$ cat src/rtl/song_pkg.sv
// Shared types and constants for the song sequencer: FSM state encoding,
// default widths and the layout of a song ROM word.
package song_pkg;

  typedef enum logic [2:0] {
    S_IDLE,
    S_FETCH,
    S_LOAD,
    S_PLAYING,
    S_PAUSED,
    S_DONE
  } state_e;

  localparam int DEF_ADDR_W = 7;
  localparam int DEF_NOTE_W = 6;
  localparam int DEF_DUR_W  = 6;

  // ROM word is {note, duration}: duration in the low bits, note directly above it.
  localparam int DUR_LSB = 0;

  localparam int END_DUR   = 0;
  localparam int REST_NOTE = 0;

endpackage

$ cat src/rtl/song_sequencer_if.sv
// Control and song-ROM signals between the sequencer, its buttons, the song ROM,
// the tone generator and the elapsed-time display.
interface song_sequencer_if
  import song_pkg::*;
#(
  parameter int ADDR_W = DEF_ADDR_W,
  parameter int NOTE_W = DEF_NOTE_W,
  parameter int DUR_W  = DEF_DUR_W
);
  logic                      play_button;
  logic                      reset_button;
  logic [1:0]                song_sel;
  logic [ADDR_W+1:0]         rom_addr;
  logic [NOTE_W+DUR_W-1:0]   rom_data;
  logic [NOTE_W-1:0]         note_out;
  logic                      new_note;
  logic                      play;
  logic                      reset_player;
  logic                      song_done;

  modport master (
    input  play_button, reset_button, song_sel, rom_data,
    output rom_addr, note_out, new_note, play, reset_player, song_done
  );

  modport slave (
    output play_button, reset_button, song_sel, rom_data,
    input  rom_addr, note_out, new_note, play, reset_player, song_done
  );
endinterface

$ cat src/rtl/song_sequencer_beat_timer.sv
// Beat prescaler: counts clk cycles while enabled and ticks once per beat.
module beat_timer #(
  parameter  int unsigned BEAT_CYCLES = 12_500_000,
  localparam int          CNT_W       = (BEAT_CYCLES > 1) ? $clog2(BEAT_CYCLES) : 1
) (
  input  logic             clk,
  input  logic             rst,
  input  logic             en,
  input  logic             clr,
  output logic             tick,
  output logic [CNT_W-1:0] cnt
);
  localparam logic [CNT_W-1:0] LAST = CNT_W'(BEAT_CYCLES - 1);

  logic [CNT_W-1:0] cnt_q, cnt_d;

  always_comb begin
    cnt_d = cnt_q;
    if (clr) begin
      cnt_d = '0;
    end else if (en) begin
      cnt_d = (cnt_q == LAST) ? '0 : cnt_q + CNT_W'(1);
    end
  end

  always_ff @(posedge clk or posedge rst) begin
    if (rst) cnt_q <= '0;
    else     cnt_q <= cnt_d;
  end

  assign tick = en && (cnt_q == LAST);
  assign cnt  = cnt_q;

endmodule

$ cat src/rtl/song_sequencer.sv
// Walks a song ROM note by note, times each note in beats and drives the
// play / reset_player / song_done controls for the elapsed-time display.
module song_sequencer
  import song_pkg::*;
#(
  parameter int          ADDR_W      = DEF_ADDR_W,
  parameter int          NOTE_W      = DEF_NOTE_W,
  parameter int          DUR_W       = DEF_DUR_W,
  parameter int unsigned BEAT_CYCLES = 12_500_000
) (
  input logic               clk,
  input logic               rst,
  song_sequencer_if.master  bus
);

  state_e              state_q, state_d;
  logic [ADDR_W-1:0]   note_idx_q, note_idx_d;
  logic [1:0]          song_sel_q, song_sel_d;
  logic [DUR_W-1:0]    dur_cnt_q, dur_cnt_d;
  logic [NOTE_W-1:0]   note_out_q, note_out_d;
  logic                new_note_q, new_note_d;
  logic                reset_player_q, reset_player_d;
  logic                song_done_q, song_done_d;

  logic                beat_en, beat_clr, beat_tick;
  logic [NOTE_W-1:0]   rom_note;
  logic [DUR_W-1:0]    rom_dur;

  assign rom_note = bus.rom_data[DUR_LSB+DUR_W +: NOTE_W];
  assign rom_dur  = bus.rom_data[DUR_LSB +: DUR_W];
  assign beat_en  = (state_q == S_PLAYING);

  beat_timer #(.BEAT_CYCLES(BEAT_CYCLES)) u_beat_timer (
    .clk  (clk),
    .rst  (rst),
    .en   (beat_en),
    .clr  (beat_clr),
    .tick (beat_tick),
    .cnt  ()
  );

  always_comb begin
    state_d        = state_q;
    note_idx_d     = note_idx_q;
    song_sel_d     = song_sel_q;
    dur_cnt_d      = dur_cnt_q;
    note_out_d     = note_out_q;
    new_note_d     = 1'b0;
    reset_player_d = 1'b0;
    beat_clr       = 1'b0;

    case (state_q)
      S_IDLE: begin
        if (bus.play_button) begin
          song_sel_d = bus.song_sel;
          note_idx_d = '0;
          state_d    = S_FETCH;
        end
      end
      S_FETCH: state_d = S_LOAD;
      S_LOAD: begin
        if (rom_dur == DUR_W'(END_DUR)) begin
          state_d = S_DONE;
        end else begin
          note_out_d = rom_note;
          dur_cnt_d  = rom_dur;
          beat_clr   = 1'b1;
          new_note_d = 1'b1;
          state_d    = S_PLAYING;
        end
      end
      S_PLAYING: begin
        // Note expiry wins over a pause request landing on the same beat tick.
        if (beat_tick) begin
          dur_cnt_d = dur_cnt_q - DUR_W'(1);
          if (dur_cnt_q == DUR_W'(1)) begin
            if (&note_idx_q) begin
              state_d = S_DONE;
            end else begin
              note_idx_d = note_idx_q + ADDR_W'(1);
              state_d    = S_FETCH;
            end
          end else if (bus.play_button) begin
            state_d = S_PAUSED;
          end
        end else if (bus.play_button) begin
          state_d = S_PAUSED;
        end
      end
      S_PAUSED: begin
        if (bus.play_button) state_d = S_PLAYING;
      end
      S_DONE: begin
        if (bus.play_button) begin
          song_sel_d     = bus.song_sel;
          note_idx_d     = '0;
          reset_player_d = 1'b1;
          state_d        = S_FETCH;
        end
      end
      default: state_d = S_IDLE;
    endcase

    if (bus.reset_button) begin
      state_d        = S_IDLE;
      note_idx_d     = '0;
      dur_cnt_d      = '0;
      note_out_d     = NOTE_W'(REST_NOTE);
      new_note_d     = 1'b0;
      reset_player_d = 1'b1;
      beat_clr       = 1'b1;
    end

    song_done_d = (state_d == S_DONE) && (state_q != S_DONE);
    if (song_done_d) note_out_d = NOTE_W'(REST_NOTE);
  end

  always_ff @(posedge clk or posedge rst) begin
    if (rst) begin
      state_q        <= S_IDLE;
      note_idx_q     <= '0;
      song_sel_q     <= '0;
      dur_cnt_q      <= '0;
      note_out_q     <= '0;
      new_note_q     <= 1'b0;
      reset_player_q <= 1'b0;
      song_done_q    <= 1'b0;
    end else begin
      state_q        <= state_d;
      note_idx_q     <= note_idx_d;
      song_sel_q     <= song_sel_d;
      dur_cnt_q      <= dur_cnt_d;
      note_out_q     <= note_out_d;
      new_note_q     <= new_note_d;
      reset_player_q <= reset_player_d;
      song_done_q    <= song_done_d;
    end
  end

  // Song time keeps running through the fetch/load gap between notes.
  assign bus.play         = (state_q == S_FETCH) || (state_q == S_LOAD) ||
                            (state_q == S_PLAYING);
  assign bus.rom_addr     = {song_sel_q, note_idx_q};
  assign bus.note_out     = note_out_q;
  assign bus.new_note     = new_note_q;
  assign bus.reset_player = reset_player_q;
  assign bus.song_done    = song_done_q;

endmodule

$ cat src/flat_wrapper.sv
// flat-port wrapper written by rule: the top's interface ports become plain ports
module song_sequencer_flat import song_pkg::*;
#(
  parameter int          ADDR_W      = DEF_ADDR_W,
  parameter int          NOTE_W      = DEF_NOTE_W,
  parameter int          DUR_W       = DEF_DUR_W,
  parameter int unsigned BEAT_CYCLES = 12_500_000
)
  (clk, rst, bus_play_button, bus_reset_button, bus_song_sel, bus_rom_data, bus_rom_addr, bus_note_out, bus_new_note, bus_play, bus_reset_player, bus_song_done);
  song_sequencer_if #(.ADDR_W(ADDR_W), .NOTE_W(NOTE_W), .DUR_W(DUR_W)) bus_i ();
  input logic clk;
  input logic rst;
  input wire logic [$bits(bus_i.play_button)-1:0] bus_play_button;
  input wire logic [$bits(bus_i.reset_button)-1:0] bus_reset_button;
  input wire logic [$bits(bus_i.song_sel)-1:0] bus_song_sel;
  input wire logic [$bits(bus_i.rom_data)-1:0] bus_rom_data;
  output wire logic [$bits(bus_i.rom_addr)-1:0] bus_rom_addr;
  output wire logic [$bits(bus_i.note_out)-1:0] bus_note_out;
  output wire logic [$bits(bus_i.new_note)-1:0] bus_new_note;
  output wire logic [$bits(bus_i.play)-1:0] bus_play;
  output wire logic [$bits(bus_i.reset_player)-1:0] bus_reset_player;
  output wire logic [$bits(bus_i.song_done)-1:0] bus_song_done;
  assign bus_i.play_button = bus_play_button;
  assign bus_i.reset_button = bus_reset_button;
  assign bus_i.song_sel = bus_song_sel;
  assign bus_i.rom_data = bus_rom_data;
  assign bus_rom_addr = bus_i.rom_addr;
  assign bus_note_out = bus_i.note_out;
  assign bus_new_note = bus_i.new_note;
  assign bus_play = bus_i.play;
  assign bus_reset_player = bus_i.reset_player;
  assign bus_song_done = bus_i.song_done;
  song_sequencer #(.ADDR_W(ADDR_W), .NOTE_W(NOTE_W), .DUR_W(DUR_W), .BEAT_CYCLES(BEAT_CYCLES)) u_core (.clk(clk), .rst(rst), .bus(bus_i));
endmodule
$ cat config.mk
export PLATFORM = sky130hd
export DESIGN_NAME = song_sequencer_flat
export DESIGN_NICKNAME = d
export VERILOG_FILES = /design/src/rtl/song_pkg.sv /design/src/rtl/song_sequencer_if.sv /design/src/rtl/song_sequencer_beat_timer.sv /design/src/rtl/song_sequencer.sv /design/src/flat_wrapper.sv
export SDC_FILE = /design/constraint.sdc
export NUM_CORES = 1
export LEC_CHECK = 0
export CORE_AREA = 4 4 86 88
export DETAILED_ROUTE_END_ITERATION = 8
export DIE_AREA = 0 0 90 92
export PLACE_DENSITY_LB_ADDON = 0.25
export SLEW_MARGIN = 15
export SYNTH_ARGS = -nofsm -noshare
export SYNTH_HDL_FRONTEND = slang
export SYNTH_SLANG_ARGS = --single-unit
$ cat constraint.sdc
create_clock -name clk -period 2.15 [get_ports clk]
set_input_delay 0.43 -clock clk [delete_from_list [all_inputs] [get_ports clk]]
set_output_delay 0.43 -clock clk [all_outputs]
set_load 0.1 [all_outputs]
; ---- Word level (Yosys, flattened, before mapping)
; Cells that the tools add are included.
; Widths: inputs -> output; s select.
[word_totals]
regBits = 51
word_cells = 76
[op_classes]
add_sub_neg = 3
eq_ne = 15
muxes = 33
n_reduce_logical = 16
[ops]
columns = op, n
row1 = $mux 24, 3
row2 = $mux 6, 7
row3 = $mux 7, 5
row4 = $add 24x1->24 const B, 1
row5 = $eq 24x24->1 const B, 1
row6 = $mux 3, 8
row7 = $pmux 3 s5, 1
row8 = $pmux 7 s2, 1
row9 = $pmux 6 s2, 1
row10 = $eq 3x3->1 const B, 3
row11 = $ne 3x2->1 const B, 3
row12 = $ne 3x3->1 const B, 3
row13 = $reduce_bool 3->1, 3
row14 = $add 7x1->7 const B, 1
row15 = $mux 1, 7
row16 = $reduce_and 7->1, 1
row17 = $eq 3x2->1 const B, 2
row18 = $eq 6x1->1 const B, 1
row19 = $logic_not 6->1, 1
row20 = $sub 6x1->6 const B, 1
row21 = $reduce_and 5->1, 1
row22 = $reduce_and 2->1, 2
row23 = $eq 3x1->1 const B, 1
row24 = $logic_not 3->1, 1
row25 = 6 further kinds, 8

; ---- Logic depth before layout (Yosys ltp)
[depth]
depth_word = 10
depth_mapped = 8
depth_no_buf = 7

; ---- Modules after synthesis
; A second synthesis with hierarchy kept.
[hier_totals]
hier_cells = 321
hier_area_um2 = 3020.4
[by_module_without_submodules]
columns = module, instances, cells_per_inst, area_per_inst_um2
row1 = song_sequencer, 1, 165, 1575.3
row2 = beat_timer, 1, 156, 1445.1

; ---- Least setup slack after synthesis
; Ideal clock, no wire load.
[synth_path]
kind = reg-to-reg
startpoint = reg u_core.note_idx_q[0]
endpoint = reg u_core.note_idx_q[6]
setup_ps = 121
t_arrival_ps = 2512
t_required_ps = 2029
slack_ps = -483
stages_incl_launch_ff = 8
path_buffers = 0
path_cell_list = dfrtp_1 ha_1 and3_1 nand4_1 a31o_2 a21oi_1 nor2_1 o22a_1
[synth_between]
elab_chain_cells = 6
[synth_lines]
columns = item, line
row1 = "start, declared", song_sequencer.sv:17  ; logic [ADDR_W-1:0] note_idx_q, note_idx_d;
row2 = "start signal, assigned", song_sequencer.sv:130  ; note_idx_q <= note_idx_d;
row3 = $add 7x1->7, song_sequencer.sv:80  ; note_idx_d = note_idx_q + ADDR_W'(1);
row4 = $mux 7, song_sequencer.sv:77  ; if (&note_idx_q) begin
row5 = $mux 7, song_sequencer.sv:76  ; if (dur_cnt_q == DUR_W'(1)) begin
row6 = $mux 7, song_sequencer.sv:74  ; if (beat_tick) begin
row7 = $pmux 7 s2, song_sequencer.sv:52  ; case (state_q)
row8 = $mux 7, song_sequencer.sv:104  ; if (bus.reset_button) begin
; Parallel ways exist; a longest one is shown, timed or not. The select of a mux whose other input is x is not followed.
; A chain may end at the register's enable or synchronous reset.

; ---- Worst setup path in the final report
[layout_path]
startpoint = in bus_rom_data[1]
endpoint = reg u_core.note_out_q[1] (netlist: u_core.bus.note_out[1])
[layout_between]
elab_chain_cells = 8
[layout_lines]
columns = item, line
row1 = "start, declared", flat_wrapper.sv:16  ; input wire logic [$bits(bus_i.rom_data)-1:0] bus_rom_data;
row2 = $logic_not 6->1 (*), song_sequencer.sv:62  ; if (rom_dur == DUR_W'(END_DUR)) begin
row3 = $mux 3, song_sequencer.sv:62
row4 = $pmux 3 s5, song_sequencer.sv:52
row5 = $mux 3, song_sequencer.sv:104
row6 = $eq 3x3->1, song_sequencer.sv:114  ; song_done_d = (state_d == S_DONE) && (state_q != S_DONE);
row7 = $logic_and 1x1->1, song_sequencer.sv:114
row8 = $ne 3x2->1 (no line) / $reduce_bool 3->1 (equally long branches), n/a
row9 = $reduce_and 2->1 (no line), n/a
row10 = "end signal, assigned", song_sequencer.sv:133  ; note_out_q <= note_out_d;
row11 = "end, declared", song_sequencer.sv:20  ; logic [NOTE_W-1:0] note_out_q, note_out_d;
; Mark *: on every way between the ends. The rest lies on a longest branch, timed or not.

==> run_results.csv <==
group,metric,value,unit
clock_tree,clock_latency,0.31,ns
timing,worstMarginPinSlew,0.472,ns
timing,slew_violations,0,
setup_path,critPathMostFrequentCell,"nor2_1",
synth,synth_seq_cells,51,
route,first_pass_iters,4,
timing,setup-violations-final,0,
setup_path,cpPeakStageDelay,0.53,ns
setup_path,cp.arrival,2.32,ns
global_routing,use_met2,30.1,%
synth,syn-mean-instance-area,8.94,um2
final_layout,layout.cells.non_filler,492,
synth,syn-cell-area,2920,um2
timing,fin_crit_sh,96.6,%
route,ant_nets,0,
synth,synth_cells,327,
route,drc,0,
clock_tree,cts_tree,"yes",
die,fp.dieW,90,um
route,drt-wirelength-per-cell,15.6,um
clock_tree,root_buffer,"clkbuf_8",
final_layout,drive_gt1_share,27.7,%
setup_path,cp-end-kind,"flop",
die,core-area,6640,um2
timing,fmax,482,MHz
clock_tree,post-cts-setup-buffers,0,
timing,timing.final.ws_setup,0.0733,ns
synth,syn_nets,349,
setup_path,path_depth,8,
run_status,status,"finished, final reports clean",
route,drt-initial-drc-count,245,
setup_path,worstSetupPathType,"in2reg",
synth,synth_top_area_share,43.7,%
placed_design,globalplace.congestion,0.874,
synth,yosys-top-cells-count,"dfrtp_1 (51), nor2_1 (41), nand2_1 (29)",
global_routing,grt_overflow,0,
synth,synthMostInstantiatedCell,"dfrtp_1",
final_layout,nNetsFinal,433,
clock_tree,clk_path_buf_depth,2,
clock_tree,cts_hold_buf,0,
final_layout,antenna_cells,0,
global_routing,busiest_layer,"met2",
timing,relSlewSlack,68.4,%
final_layout,area_delta_synth_final,33.0,%
clock_tree,htreeDepth,2,
power_and_ir_drop,finalPower,0.00354,W
power_and_ir_drop,leakage,1.70,nW
final_layout,nFillCells,597,
global_routing,grt.total_usage,19.1,%
clock_tree,clkTransAtPathRegs,0.09,ns
synth,synth-async-reset-ratio,100,%
global_routing,grtUsageMet1,26.4,%
clock_tree,numCtsBuffers,5,
timing,whs,0.391,ns
synth,synthDistinctLibCells,54,
placed_design,post-dp-hpwl,5680,um
synth,ys.warnings.count,0,
route,avgViaCountPerCell,5.75,
synth,synth_edf_count,0,
synth,synth_area_leaders,"dfrtp_1 (44%), nor2_1 (5.3%), nand2_1 (3.7%)",
setup_path,worstRegToRegCells,6,
die,dieArea,8280,um2
setup_path,cp-start-kind,"primary input",
route,num_vias,2829,
global_routing,grt_pass1_wl,13000,um
setup_path,path_delay_family,"buffers and inverters",
timing,final_hold_viol_count,0,
synth,ys_seq_area_share,43.7,%
global_routing,met3_usage,3.53,%
placed_design,post-place-ws,-0.250,ns
timing,grt_setup_unrepaired,"true",
global_routing,grt_pass1_vias,2756,
placed_design,place.port_buffers,36,
setup_path,worstPathCellList,"clkdlybuf4s50_1 -> nor4_4 -> a21oi_1 -> buf_4 -> nand2_1 -> nor2_1 -> a22oi_1 -> nor2_1",
setup_path,crit_fanout,7,
timing,timing.final.crit_period,2.08,ns
route,wl,7670,um
global_routing,antenna_found_initial,0,
setup_path,critPathSlowestCell,"clkdlybuf4s50_1",
setup_path,path_buf_inv,2,
setup_path,critical_path_required,2.39,ns
worst_hold_path,hold_path.class,"in2async",
timing,clock_skew,0.00755,ns
placed_design,dp_cells,484,
die,start_util,44.0,%
global_routing,grt_max_degree,38,
synth,synth_flop_cell,"dfrtp_1",
power_and_ir_drop,peakVddDrop,0.657,mV
synth,yosys.area.top_type,"dfrtp_1",
power_and_ir_drop,p_per_area,911,nW/um2
die,die_height,92,um
die,io_pins,37,
die,rows,30,
job,maxCapViolations,0,
clock_tree,clock_sinks,51,
-- timing repair --
action,CTS,global route
gates resized for setup,1,11
endpoints found under the setup margin,2,30
pin swaps,0,2
-- path summary, 6_finish.rpt --
path / startpoint / end / slack, ns
setup / recovery: bus_rom_data[1] / u_core.bus.note_out[1] / 0.07
hold / removal: rst / u_core.note_idx_q[1] / 0.39
setup reg to reg: u_core.u_beat_timer.cnt[7] / u_core.bus.note_out[3] / 0.11
hold reg to reg: u_core.note_idx_q[3] / u_core.note_idx_q[3] / 0.51
max in group asynchronous: rst / u_core.dur_cnt_q[3] / 1.25
min in group clk: u_core.note_idx_q[3] / u_core.note_idx_q[3] / 0.51
-- report_power, final --
part           internal (W)  total (W)  switching [W]
clock              0.000229   0.000548       0.000319
combinational      0.000642    0.00182        0.00118
sequential          0.00107    0.00118       0.000105
-- stage by stage --
stage,utilization (%),instance area [um2],setup TNS [ns]
detailed placement,56.3,3740,-6.16
floorplan,-,2950,-0.0143
global route,58.5,3890,-0.106
CTS,57.6,3830,0
global placement,56.3,3740,-5.21
finish,58.5,3890,0
-- cell usage in the layout (no fill, tap or decap), types with 3 or more instances in the layout --
cell type	n
ha_1	3
and4_1	4
o21ai_0	15
dfrtp_2	4
buf_4	73
dfrtp_1	47
nor4_1	4
nor2_1	40
nand2b_1	4
and3_1	8
a22oi_1	6
o211ai_1	4
nand3_1	6
o21ai_1	8
nor3_1	11
nor3b_1	4
xor2_1	7
a21oi_1	17
nand4_1	13
inv_1	7
nand2_1	28
clkdlybuf4s50_1	17
xnor2_1	5
clkbuf_8	5
or2_2	3
o22ai_1	3
and2_1	3
o31ai_1	10
-- kinds of logic after synthesis --
kind of cell / after synthesis / share of synthesized area [%]
flops: 51 / 43.7
compound gates: 84 / 18.7
simple gates: 149 / 27.7
fa+ha+maj: 4 / 1.71
xor+xnor: 12 / 3.60
mux: 4 / 1.46
buf+inv: 23 / 3.21
-- sequential cells by signal (all words and copies together) (netlist names) --
| signal | flops |
|---|---|
| u_core.u_beat_timer.cnt | 24 |
| u_core.note_idx_q | 7 |
| u_core.bus.note_out | 6 |
| u_core.dur_cnt_q | 6 |
| u_core.state_q | 3 |
| u_core.song_sel_q | 2 |
| u_core.bus.new_note | 1 |
| u_core.bus.reset_player | 1 |
| u_core.bus.song_done | 1 |
-- layer usage --
layer  vias up  part of all wire (%)
li1       1376                     -
met1      1377                    47
met2        64                    47
met3        12                   3.9
met4         0                   1.6
met5         -                     0
-- layout make-up --
type / count / area (um2) / share of cell area [%]
Clock buffer: 7 / 76.3 / 1.96
Clock inverter: 1 / 5.00 / 0.129
Inverter: 8 / 30.0 / 0.772
Multi-Input combinational cell: 253 / 1640 / 42.1
Sequential cell: 51 / 1280 / 32.9
Tap cell: 80 / 100 / 2.57
Timing Repair Buffer: 92 / 758 / 19.5
(Power assumes the default switching activity.)
